$ cat config.mk
export PLATFORM = sky130hd
export DESIGN_NAME = llbit_wb_commit
export DESIGN_NICKNAME = d
export VERILOG_FILES = /design/src/rtl/llbit_wb_commit_pkg.sv /design/src/rtl/llbit_skid_fifo.sv /design/src/rtl/llbit_wb_commit.sv
export SDC_FILE = /design/constraint.sdc
export NUM_CORES = 1
export LEC_CHECK = 0
export CAP_MARGIN = 10
export CORE_UTILIZATION = 50
export CTS_BUF_LIST = sky130_fd_sc_hd__clkbuf_16
export DETAILED_ROUTE_END_ITERATION = 10
export PLACE_DENSITY = 0.83
export SYNTH_ARGS = -nofsm -noshare
export SYNTH_HDL_FRONTEND = slang
export SYNTH_SLANG_ARGS = --single-unit
$ cat constraint.sdc
create_clock -name clk -period 2.6 [get_ports clk]
set_input_delay 0.26 -clock clk [delete_from_list [all_inputs] [get_ports clk]]
set_output_delay 0.26 -clock clk [all_outputs]
set_load 0.005 [all_outputs]
$ cat src/rtl/llbit_wb_commit_pkg.sv
// Shared types and defaults for the writeback-side LLbit owner.
package llbit_wb_commit_pkg;

  // Default skid FIFO depth (power of two, at least 2).
  localparam int unsigned LLBIT_SKID_DEPTH = 2;
  // Default width of the saturating LL-set event counter.
  localparam int unsigned LLBIT_CNT_W      = 16;

  // One buffered LLbit write request leaving MEM.
  typedef struct packed {
    logic we;      // request writes the LLbit
    logic wdata;   // value to write
    logic killed;  // a flush has hit this entry; it may only write 0
  } llbit_entry_t;

  // Value an entry commits into the LLbit: killed entries always clear it.
  function automatic logic entry_cval(input llbit_entry_t e);
    return e.killed ? 1'b0 : e.wdata;
  endfunction

endpackage

$ cat src/rtl/llbit_skid_fifo.sv
// Skid FIFO of LLbit write requests. Holds the entry array, the
// allocate/retire pointers and full/empty, and marks every resident
// entry killed when a flush is sampled.
module llbit_skid_fifo
  import llbit_wb_commit_pkg::*;
#(
  parameter int unsigned DEPTH = LLBIT_SKID_DEPTH
) (
  input  logic         clk,
  input  logic         rst_n,
  input  logic         i_push,
  input  llbit_entry_t i_push_entry,
  input  logic         i_pop,
  input  logic         i_flush,
  output llbit_entry_t o_head,
  output logic         o_full,
  output logic         o_empty
);

  localparam int unsigned AW = $clog2(DEPTH);

  // Pointers carry one extra bit so full and empty are distinguishable.
  logic [AW:0]  r_alc_ptr;
  logic [AW:0]  r_ret_ptr;
  llbit_entry_t r_mem [DEPTH];

  // Advance the allocate pointer on push and the retire pointer on pop.
  always_ff @(posedge clk) begin
    if (!rst_n) begin
      r_alc_ptr <= '0;
      r_ret_ptr <= '0;
    end else begin
      if (i_push) begin
        r_alc_ptr <= r_alc_ptr + (AW+1)'(1);
      end
      if (i_pop) begin
        r_ret_ptr <= r_ret_ptr + (AW+1)'(1);
      end
    end
  end

  // Entry storage: flush kills all residents; a push in the same cycle
  // lands already killed.
  always_ff @(posedge clk) begin
    if (!rst_n) begin
      for (int i = 0; i < int'(DEPTH); i++) begin
        r_mem[i] <= '0;
      end
    end else begin
      if (i_flush) begin
        for (int i = 0; i < int'(DEPTH); i++) begin
          r_mem[i].killed <= 1'b1;
        end
      end
      if (i_push) begin
        r_mem[r_alc_ptr[AW-1:0]] <= '{we:     i_push_entry.we,
                                       wdata:  i_push_entry.wdata,
                                       killed: i_push_entry.killed | i_flush};
      end
    end
  end

  assign o_head  = r_mem[r_ret_ptr[AW-1:0]];
  assign o_empty = (r_alc_ptr == r_ret_ptr);
  assign o_full  = (r_alc_ptr[AW] != r_ret_ptr[AW]) &&
                   (r_alc_ptr[AW-1:0] == r_ret_ptr[AW-1:0]);

endmodule

$ cat src/rtl/llbit_wb_commit.sv
// Writeback-side owner of the MIPS LLbit. Buffers LLbit writes from MEM,
// commits them in order, pulses the OITF retire strobe per committed
// write, and serves LLbit reads with a same-cycle commit bypass.
module llbit_wb_commit
  import llbit_wb_commit_pkg::*;
#(
  parameter int unsigned SKID_DEPTH = LLBIT_SKID_DEPTH,
  parameter int unsigned CNT_W      = LLBIT_CNT_W
) (
  input  logic                        clk,
  input  logic                        rst_n,
  input  logic                        mem_valid,
  output logic                        mem_ready,
  input  logic                        mem_llbit_we,
  input  logic                        mem_llbit_wdata,
  input  logic                        wb_stall,
  input  logic                        flush,
  input  logic                        llbit_rd_en,
  output logic                        llbit_rdata,
  output logic                        llbit_r,
  output logic                        wreg_wb,
  output logic [$clog2(SKID_DEPTH):0] pending_we,
  output logic [CNT_W-1:0]            ll_set_cnt
);

  localparam int unsigned PW = $clog2(SKID_DEPTH) + 1;

  logic         w_full;
  logic         w_empty;
  logic         w_push;
  logic         w_commit;
  logic         w_commit_we;
  logic         w_cval;
  llbit_entry_t w_head;
  llbit_entry_t w_push_entry;

  logic          r_llbit;
  logic          w_llbit_nxt;
  logic [PW-1:0] r_pending_we;
  logic [PW-1:0] w_pending_nxt;
  logic [CNT_W-1:0] r_ll_set_cnt;
  logic [CNT_W-1:0] w_cnt_nxt;
  logic          w_rdata;

  // No pass-through: a full FIFO stays not-ready even in a cycle it pops.
  assign mem_ready    = rst_n & ~w_full;
  assign w_push       = mem_valid & mem_ready;
  assign w_push_entry = '{we: mem_llbit_we, wdata: mem_llbit_wdata, killed: flush};

  // Gating with rst_n keeps discarded entries from pulsing the OITF.
  assign w_commit    = rst_n & ~w_empty & ~wb_stall;
  assign w_cval      = entry_cval(w_head);
  assign w_commit_we = w_commit & w_head.we;

  llbit_skid_fifo #(
    .DEPTH (SKID_DEPTH)
  ) u_skid (
    .clk          (clk),
    .rst_n        (rst_n),
    .i_push       (w_push),
    .i_push_entry (w_push_entry),
    .i_pop        (w_commit),
    .i_flush      (flush),
    .o_head       (w_head),
    .o_full       (w_full),
    .o_empty      (w_empty)
  );

  // Next LLbit: flush wins over any same-cycle commit.
  always_comb begin
    w_llbit_nxt = r_llbit;
    if (flush) begin
      w_llbit_nxt = 1'b0;
    end else if (w_commit_we) begin
      w_llbit_nxt = w_cval;
    end else begin
      w_llbit_nxt = r_llbit;
    end
  end

  // Resident we=1 count, adjusted by both a push and a pop in one cycle.
  always_comb begin
    w_pending_nxt = r_pending_we
                  + PW'(w_push & mem_llbit_we)
                  - PW'(w_commit_we);
  end

  // Saturating count of commits that set the LLbit.
  always_comb begin
    w_cnt_nxt = r_ll_set_cnt;
    if (w_commit_we && w_cval && (r_ll_set_cnt != {CNT_W{1'b1}})) begin
      w_cnt_nxt = r_ll_set_cnt + CNT_W'(1);
    end else begin
      w_cnt_nxt = r_ll_set_cnt;
    end
  end

  // Read mux: a same-cycle commit is forwarded ahead of the register.
  always_comb begin
    w_rdata = 1'b0;
    if (!rst_n || !llbit_rd_en) begin
      w_rdata = 1'b0;
    end else if (w_commit_we) begin
      w_rdata = w_cval;
    end else begin
      w_rdata = r_llbit;
    end
  end

  // Architectural state registers.
  always_ff @(posedge clk) begin
    if (!rst_n) begin
      r_llbit      <= 1'b0;
      r_pending_we <= '0;
      r_ll_set_cnt <= '0;
    end else begin
      r_llbit      <= w_llbit_nxt;
      r_pending_we <= w_pending_nxt;
      r_ll_set_cnt <= w_cnt_nxt;
    end
  end

  assign llbit_r     = r_llbit;
  assign pending_we  = r_pending_we;
  assign ll_set_cnt  = r_ll_set_cnt;
  assign wreg_wb     = w_commit_we;
  assign llbit_rdata = w_rdata;

endmodule
==> qor.yml, run 1 <==
run_status:
  status: "finished, violations left"
  violations: "DRC"
placed_design:
  gp_congestion: 0.824
  dpl-instance-area_mm2: 0.00183
  dp.cells: 225
  hpwl_um: 2480
  portBuffers: 29
grt:
  antenna_found_initial: 0
  grt.overflow.total: 0
  grt_pass1_vias: 1286
  grt_max_degree: 14
  grt_use_total_pct: 23.7
  grt_pass1_wl_um: 5640
worst_setup_path:
  reg2reg_to: "ll_set_cnt[12]"
  startpoint: "u_skid.r_alc_ptr[0]"
  critPathCapture: "llbit_rdata"
  end_kind: "output port"
  worstSetupStartpointType: "flop"
  reg2reg_depth: 7
  required_ns: 2.34
  worst_ep_arrival_time_ns: 2.11
  crit_fanout: 7
  regToRegSetupSlack_ns: 0.60
  reg2reg_from: "u_skid.r_alc_ptr[0]"
  worstSetupPathType: "flop to output port"
floorplanning:
  die_w_um: 56.7
  ioPinCount: 30
  coreArea_mm2: 0.00281
  dieArea_mm2: 0.00321
  rows: 19
  initial_core_util_pct: 53.3
  die_y_um: 56.7
clock_tree:
  h-tree-depth: 2
  cts-root-buf: "clkbuf_16"
  cts_tree: "done"
  postCtsSetupBuffers: 0
  clockBufferDepth: 2
  cts_hold_buf: 0
  cts-resized-gates: 0
  cts_num_sinks: 30
  clk_latency_ns: 0.28
  cts-buffers-inserted: 5
  clk_pin_slew_ns: 0.05
route:
  route.detailed.drc: 4
  dr.pass1.iters: 7
  routed_via_density: 5.73
  num_vias: 1329
  wl_per_cell_um: 14.7
  routed_wl_um: 3410
  drt_first_iter_violations: 55
  ant_nets: 0
synth:
  synth_nets: 177
  yosysMostFrequentCell: "nand2_1"
  synthTopCellsByCount: "nand2_1 (29), dfxtp_1 (24), mux2i_1 (10), nor2_1 (10), nand4_1 (9)"
  synth-edff-count: 6
  yosys_warnings: 0
  synth_cell_types: 39
  ys_ff_latch: 30
  syn_inst: 166
  synth_top_area_share_pct: 32.1
  mappedNetlistArea_mm2: 0.00150
  synth_ff_type: "dfxtp_1"
  yosysSeqAreaShare_pct: 44.2
  syn_avg_cell_area_um2: 9.01
  async_reset_ff_share_pct: 0
  yosys.area.top_type: "dfxtp_1"
  synth_area_leaders: "dfxtp_1 (32%), edfxtp_1 (12%), nand2_1 (7.3%), mux2i_1 (6.7%), nand4_1 (3.8%)"
pwr:
  p_clk_share_pct: 46.8
  p_int_uw: 881
  ir_drop_mv: 0.576
  powerDensity_mw_per_mm2: 572
  power_frac_seq_pct: 45.3
  p_sw_share_pct: 21.6
  power.switching_uw: 242
  power_mw: 1.12
  pwr-share-comb_pct: 8.0
  p_leak_nw: 0.783
cells_and_area:
  final_cells: 232
  fill_cells: 229
  nets: 212
  syn2layout_area_growth_pct: 31.3
  antenna_cells: 0
  fin_area_mm2: 0.00196
  drive_gt1_share_pct: 7.46
timing:
  hold_viol: 0
  clock_skew_ns: 0.00644
  maxSlewViolCount: 0
  setup_tns_ns: 0
  final-setup-viol-count: 0
  rsz0062_at_grt: "no"
  period_needed_ns: 2.37
  finalCritPeriodShare_pct: 91.1
  worst_pin_slew_ns: 0.437
  max-slew-margin-rel_pct: 70.6
  clock.fmax_ghz: 0.422
job:
  max_cap_violations: 0
hold_path:
  whs_path_depth: 1
  hold_class: "flop to flop"
==> how the worst min path moves through the flow <==
stage,startpoint,endpoint,slack [ns]
2_1_floorplan,flush,llbit_r,0.34
3_3_place_gp,ll_set_cnt[7],ll_set_cnt[7],0.48
3_5_place_dp,u_skid.r_alc_ptr[1],u_skid.r_alc_ptr[1],0.50
4_1_cts,ll_set_cnt[1],ll_set_cnt[1],0.51
5_1_grt,u_skid.r_alc_ptr[1],u_skid.r_alc_ptr[1],0.53
6_report,u_skid.r_alc_ptr[1],u_skid.r_alc_ptr[1],0.50
==> state kept, by name, summed over array words and instances (netlist names), named ones only <==
signal	count
ll_set_cnt	16
u_skid.r_mem	6
pending_we	2
u_skid.r_alc_ptr	2
u_skid.r_ret_ptr	2
llbit_r	1
==> power by group through the flow <==
stage | registers (mW) | clock network, mW | logic, mW
2_1_floorplan | 0.509 | 0 | 0.0631
5_1_grt | 0.510 | 0.547 | 0.0986
3_5_place_dp | 0.517 | 0 | 0.0890
6_report | 0.508 | 0.525 | 0.0893
3_3_place_gp | 0.516 | 0 | 0.0860
4_1_cts | 0.508 | 0.530 | 0.0900
==> cells by family after synthesis <==
logic type	Yosys count	share of synthesized area (%)
AOI/OAI and AO/OA	20	9.04
buffers and inverters	12	3.60
adders and majority gates	3	2.51
DFF	30	44.2
muxes	11	7.45
and+or+nand+nor	83	28.6
xor gates and xnor gates	7	4.60
==> metal layers <==
| metal | vias up | global-route usage (%) | wire length, µm |
|---|---|---|---|
| met5 | - | 0 | 0 |
| li1 | 654 | - | - |
| met1 | 630 | 26.9 | 1470 |
| met4 | 0 | 13.6 | 71 |
| met2 | 36 | 37.8 | 1680 |
| met3 | 9 | 9.45 | 185 |
==> cell usage in the layout, fill, tap and decap left out, types with 2 or more instances in the layout <==
master	synthesis	final
and3_1	3	3
o21ai_0	3	3
nor3_1	2	2
xor2_1	2	2
nand4_1	9	9
or3_1	5	5
mux2i_1	10	10
xnor2_1	4	4
nand3_1	4	4
buf_4	2	5
ha_1	3	3
and4_1	2	2
clkdlybuf4s50_1	0	29
and2_1	5	5
or4_1	2	2
nor2_1	10	10
edfxtp_1	6	6
inv_1	5	6
dfxtp_1	24	24
nand2b_1	8	8
clkbuf_16	0	5
a21oi_1	8	8
nand2_1	29	29
==> layout make-up <==
class | count | area (µm²) | area share [%]
tap | 31 | 38.8 | 1.98
inverter | 6 | 22.5 | 1.15
timing repair buffer | 34 | 328 | 16.7
sequential | 30 | 661 | 33.7
multi-input combinational | 124 | 781 | 39.8
clock buffer | 5 | 125 | 6.37
clock inverter | 2 | 7.51 | 0.382
==> per-stage QoR <==
| step | util [%] | setup WS [ns] | hold slack (ns) |
|---|---|---|---|
| after global placement | 65.3 | 0.344 | 0.484 |
| final | 70.0 | 0.231 | 0.503 |
| after floorplan | - | 0.800 | 0.337 |
| after CTS | 70.0 | 0.220 | 0.510 |
| after detailed placement | 65.3 | 0.255 | 0.499 |
| after global routing | 70.0 | 0.0308 | 0.532 |
==> critical path: stages (launching register included) <==
cell             delay (ns)
dfxtp_1                0.44
xor2_1                 0.25
o211ai_2               0.16
inv_2                  0.11
nand2b_1               0.08
a21boi_0               0.14
nor2_1                 0.13
clkdlybuf4s50_1        0.51
(Power assumes the default switching activity.)
==> run 2: changes to the inputs <==
==> constraint.sdc (replaced) <==
create_clock -name clk -period 2.6 [get_ports clk]
set_input_delay 0.26 -clock clk [delete_from_list [all_inputs] [get_ports clk]]
set_output_delay 0.26 -clock clk [all_outputs]
set_load 0.1 [all_outputs]
==> run 2 against run 1 <==
Effect of this change:
- the run still ends with DRC left
- core utilization fell by 0.31 points
- hold slack improved by 0.0030 ns
- maximum frequency rose by 3.0%
- setup slack improved by 0.070 ns
- flip-flop and latch count did not move
- clock skew fell by 0.0012 ns
- non-clock buffer count fell by 2
- first-iteration DRC count fell by 1.8%
- cell count fell by 0.43%
- wire length fell by 3.2%
- critical endpoint unchanged
- largest cell class unchanged
- largest power group unchanged
- highest routed layer unchanged
==> qor.yml, run 2 (synthesized netlist as in run 1, its figures left out) <==
run_status:
  status: "finished, violations left"  # unchanged
  violations: "DRC"  # unchanged
clock_tree:
  cts-root-buf: "clkbuf_16"  # unchanged
  cts_tree: "done"  # unchanged
  cts_num_sinks: 30  # unchanged
  cts_hold_buf: 0  # unchanged
  cts-buffers-inserted: 5  # unchanged
  clk_pin_slew_ns: 0.05  # about the same
  clk_latency_ns: 0.28  # about the same
  h-tree-depth: 2  # unchanged
  postCtsSetupBuffers: 0  # unchanged
  clockBufferDepth: 2  # unchanged
timing:
  final-setup-viol-count: 0  # unchanged
  clock_skew_ns: 0.00525  # was 0.00644 ns
  worst_pin_slew_ns: 0.664  # was 0.437 ns
  finalCritPeriodShare_pct: 88.4  # was 91.1%
  maxSlewViolCount: 0  # unchanged
  clock.fmax_ghz: 0.435  # was 0.422 GHz
  max-slew-margin-rel_pct: 55.5  # was 70.6%
  hold_viol: 0  # unchanged
  setup_tns_ns: 0  # unchanged
  rsz0062_at_grt: "no"  # unchanged
  period_needed_ns: 2.30  # was 2.37 ns
placed_design:
  gp_congestion: 0.799  # was 0.824
  portBuffers: 29  # unchanged
  hpwl_um: 2400  # was 2480 µm
job:
  max_cap_violations: 0  # unchanged
grt:
  grtUsageMet2_pct: 35.2  # was 37.8%
  grt_pass1_wl_um: 5400  # was 5640 µm
  grt_use_total_pct: 22.8  # was 23.7%
  grt_pass1_vias: 1239  # was 1286
  grt_max_degree: 13  # was 14
  use_met3_pct: 9.68  # was 9.45%
  antenna_found_initial: 0  # unchanged
  grt.overflow.total: 0  # unchanged
  met1_usage_pct: 25.6  # was 26.9%
  grt_most_used_layer: "met2"  # unchanged
route:
  drt_first_iter_violations: 54  # was 55
  ant_nets: 0  # unchanged
  num_vias: 1309  # was 1329
  routed_via_density: 5.67  # was 5.73
  wl_per_cell_um: 14.3  # was 14.7 µm
  dr.pass1.iters: 7  # unchanged
  route.detailed.drc: 6  # was 4
  routed_wl_um: 3300  # was 3410 µm
cells_and_area:
  syn2layout_area_growth_pct: 30.7  # was 31.3%
  layout_common_cells: "nand2_1 (29), dfxtp_1 (24), buf_4 (22), mux2i_1 (10)"  # was nand2_1 (29), clkdlybuf4s50_1 (29), dfxtp_1 (24), nor2_1 (10), mux2i_1 (10)
  regArea_um2: 661  # unchanged
  largest_reg_flops: 16  # unchanged
  nets: 210  # was 212
  fill_cells: 210  # was 229
  layout_commonest_cell: "nand2_1"
  antenna_cells: 0  # unchanged
  final_core_util_pct: 69.7  # was 70.0%
  drive_gt1_share_pct: 19.0  # was 7.46%
  multiInputGateArea_um2: 800  # was 781 µm²
worst_setup_path:
  reg2reg_from: "u_skid.r_alc_ptr[1]"  # was u_skid.r_alc_ptr[0]
  required_ns: 2.34  # about the same
  startpoint: "u_skid.r_alc_ptr[1]"  # was u_skid.r_alc_ptr[0]
  worst_ep_arrival_time_ns: 2.04  # was 2.11 ns
  worstSetupStartpointType: "flop"  # unchanged
  end_kind: "output port"  # unchanged
  crit_slowest_cell: "dfxtp_1"  # was clkdlybuf4s50_1
  worstSetupPathType: "flop to output port"  # unchanged
  crit_fanout: 8  # was 7
  reg2reg_to: "ll_set_cnt[12]"  # unchanged
  cpPeakStageDelay_ns: 0.34  # was 0.51 ns
  critPathCapture: "llbit_rdata"  # unchanged
  regToRegSetupSlack_ns: 0.60  # about the same
  reg2reg_depth: 6  # was 7
  critical_path.cell_chain: "xor2_2 -> o211ai_2 -> inv_2 -> nand2b_1 -> a21boi_1 -> nor2_4 -> buf_12"  # was xor2_1 -> o211ai_2 -> inv_2 -> nand2b_1 -> a21boi_0 -> nor2_1 -> clkdlybuf4s50_1
floorplanning:
  coreArea_mm2: 0.00281  # unchanged
  die_y_um: 56.7  # unchanged
  initial_core_util_pct: 53.3  # unchanged
  rows: 19  # unchanged
  die_w_um: 56.7  # unchanged
  dieArea_mm2: 0.00321  # unchanged
  ioPinCount: 30  # unchanged
pwr:
  p_leak_nw: 0.833  # was 0.783 nW
  ir_drop_mv: 0.445  # was 0.576 mV
  powerDensity_mw_per_mm2: 603  # was 572 mW/mm²
hold_path:
  hold_class: "flop to flop"  # unchanged
run 2: critical path: cells and delay by family (launching register included):
kind            cells  cell delay (ns)
buf+inv             2             0.27
xor+xnor            1             0.22
compound gates      2             0.61
simple gates        2             0.30
flops               1             0.34
run 2: where the power goes:
group | leakage (nW) | switching [mW] | total, mW | internal, mW
combinational | 0.503 | 0.0817 | 0.132 | 0.0505
sequential | 0.258 | 0.0143 | 0.508 | 0.494
clock | 0.0724 | 0.194 | 0.538 | 0.344
total | 0.833 | 0.290 | 1.18 | 0.889
run 2: worst min-delay path by stage:
stage	startpoint	end	slack, ns	depth (start not counted)
after floorplan	flush	llbit_r	0.34	1
after global routing	ll_set_cnt[15]	ll_set_cnt[15]	0.52	2
after detailed placement	ll_set_cnt[15]	ll_set_cnt[15]	0.50	2
final	ll_set_cnt[15]	ll_set_cnt[15]	0.51	2
after CTS	ll_set_cnt[15]	ll_set_cnt[15]	0.51	2
after global placement	ll_set_cnt[7]	ll_set_cnt[7]	0.48	2
run 2: cell type report:
cell class	instances	share of cell area (%)
Clock inverter	3	0.640
Inverter	6	1.15
Timing Repair Buffer	32	15.1
Tap cell	31	1.98
Multi-Input combinational cell	124	40.9
Clock buffer	5	6.40
Sequential cell	30	33.8
run 2: per-stage QoR:
stage               setup WS [ns]  area, µm²  power, mW  hold slack [ns]  instances
floorplan                   0.164       1510      0.612            0.337        166
global placement            0.346       1820      0.644            0.485        223
detailed placement          0.273       1820      0.649            0.499        223
CTS                         0.195       1950       1.18            0.507        231
global route                0.108       1950       1.22            0.522        231
finish                      0.301       1950       1.18            0.506        231
run 2: layer usage:
layer | share of wire [%] | vias up
met2 | 49 | 39
met1 | 43 | 608
met5 | 0 | -
met4 | 2.6 | 0
met3 | 5.1 | 8
li1 | - | 654
run 2: timing repair:
item                                    in CTS  in global routing
endpoints found under the setup margin       0                  1
gates resized for setup                      0                  1
endpoints found under the hold margin        0                  0
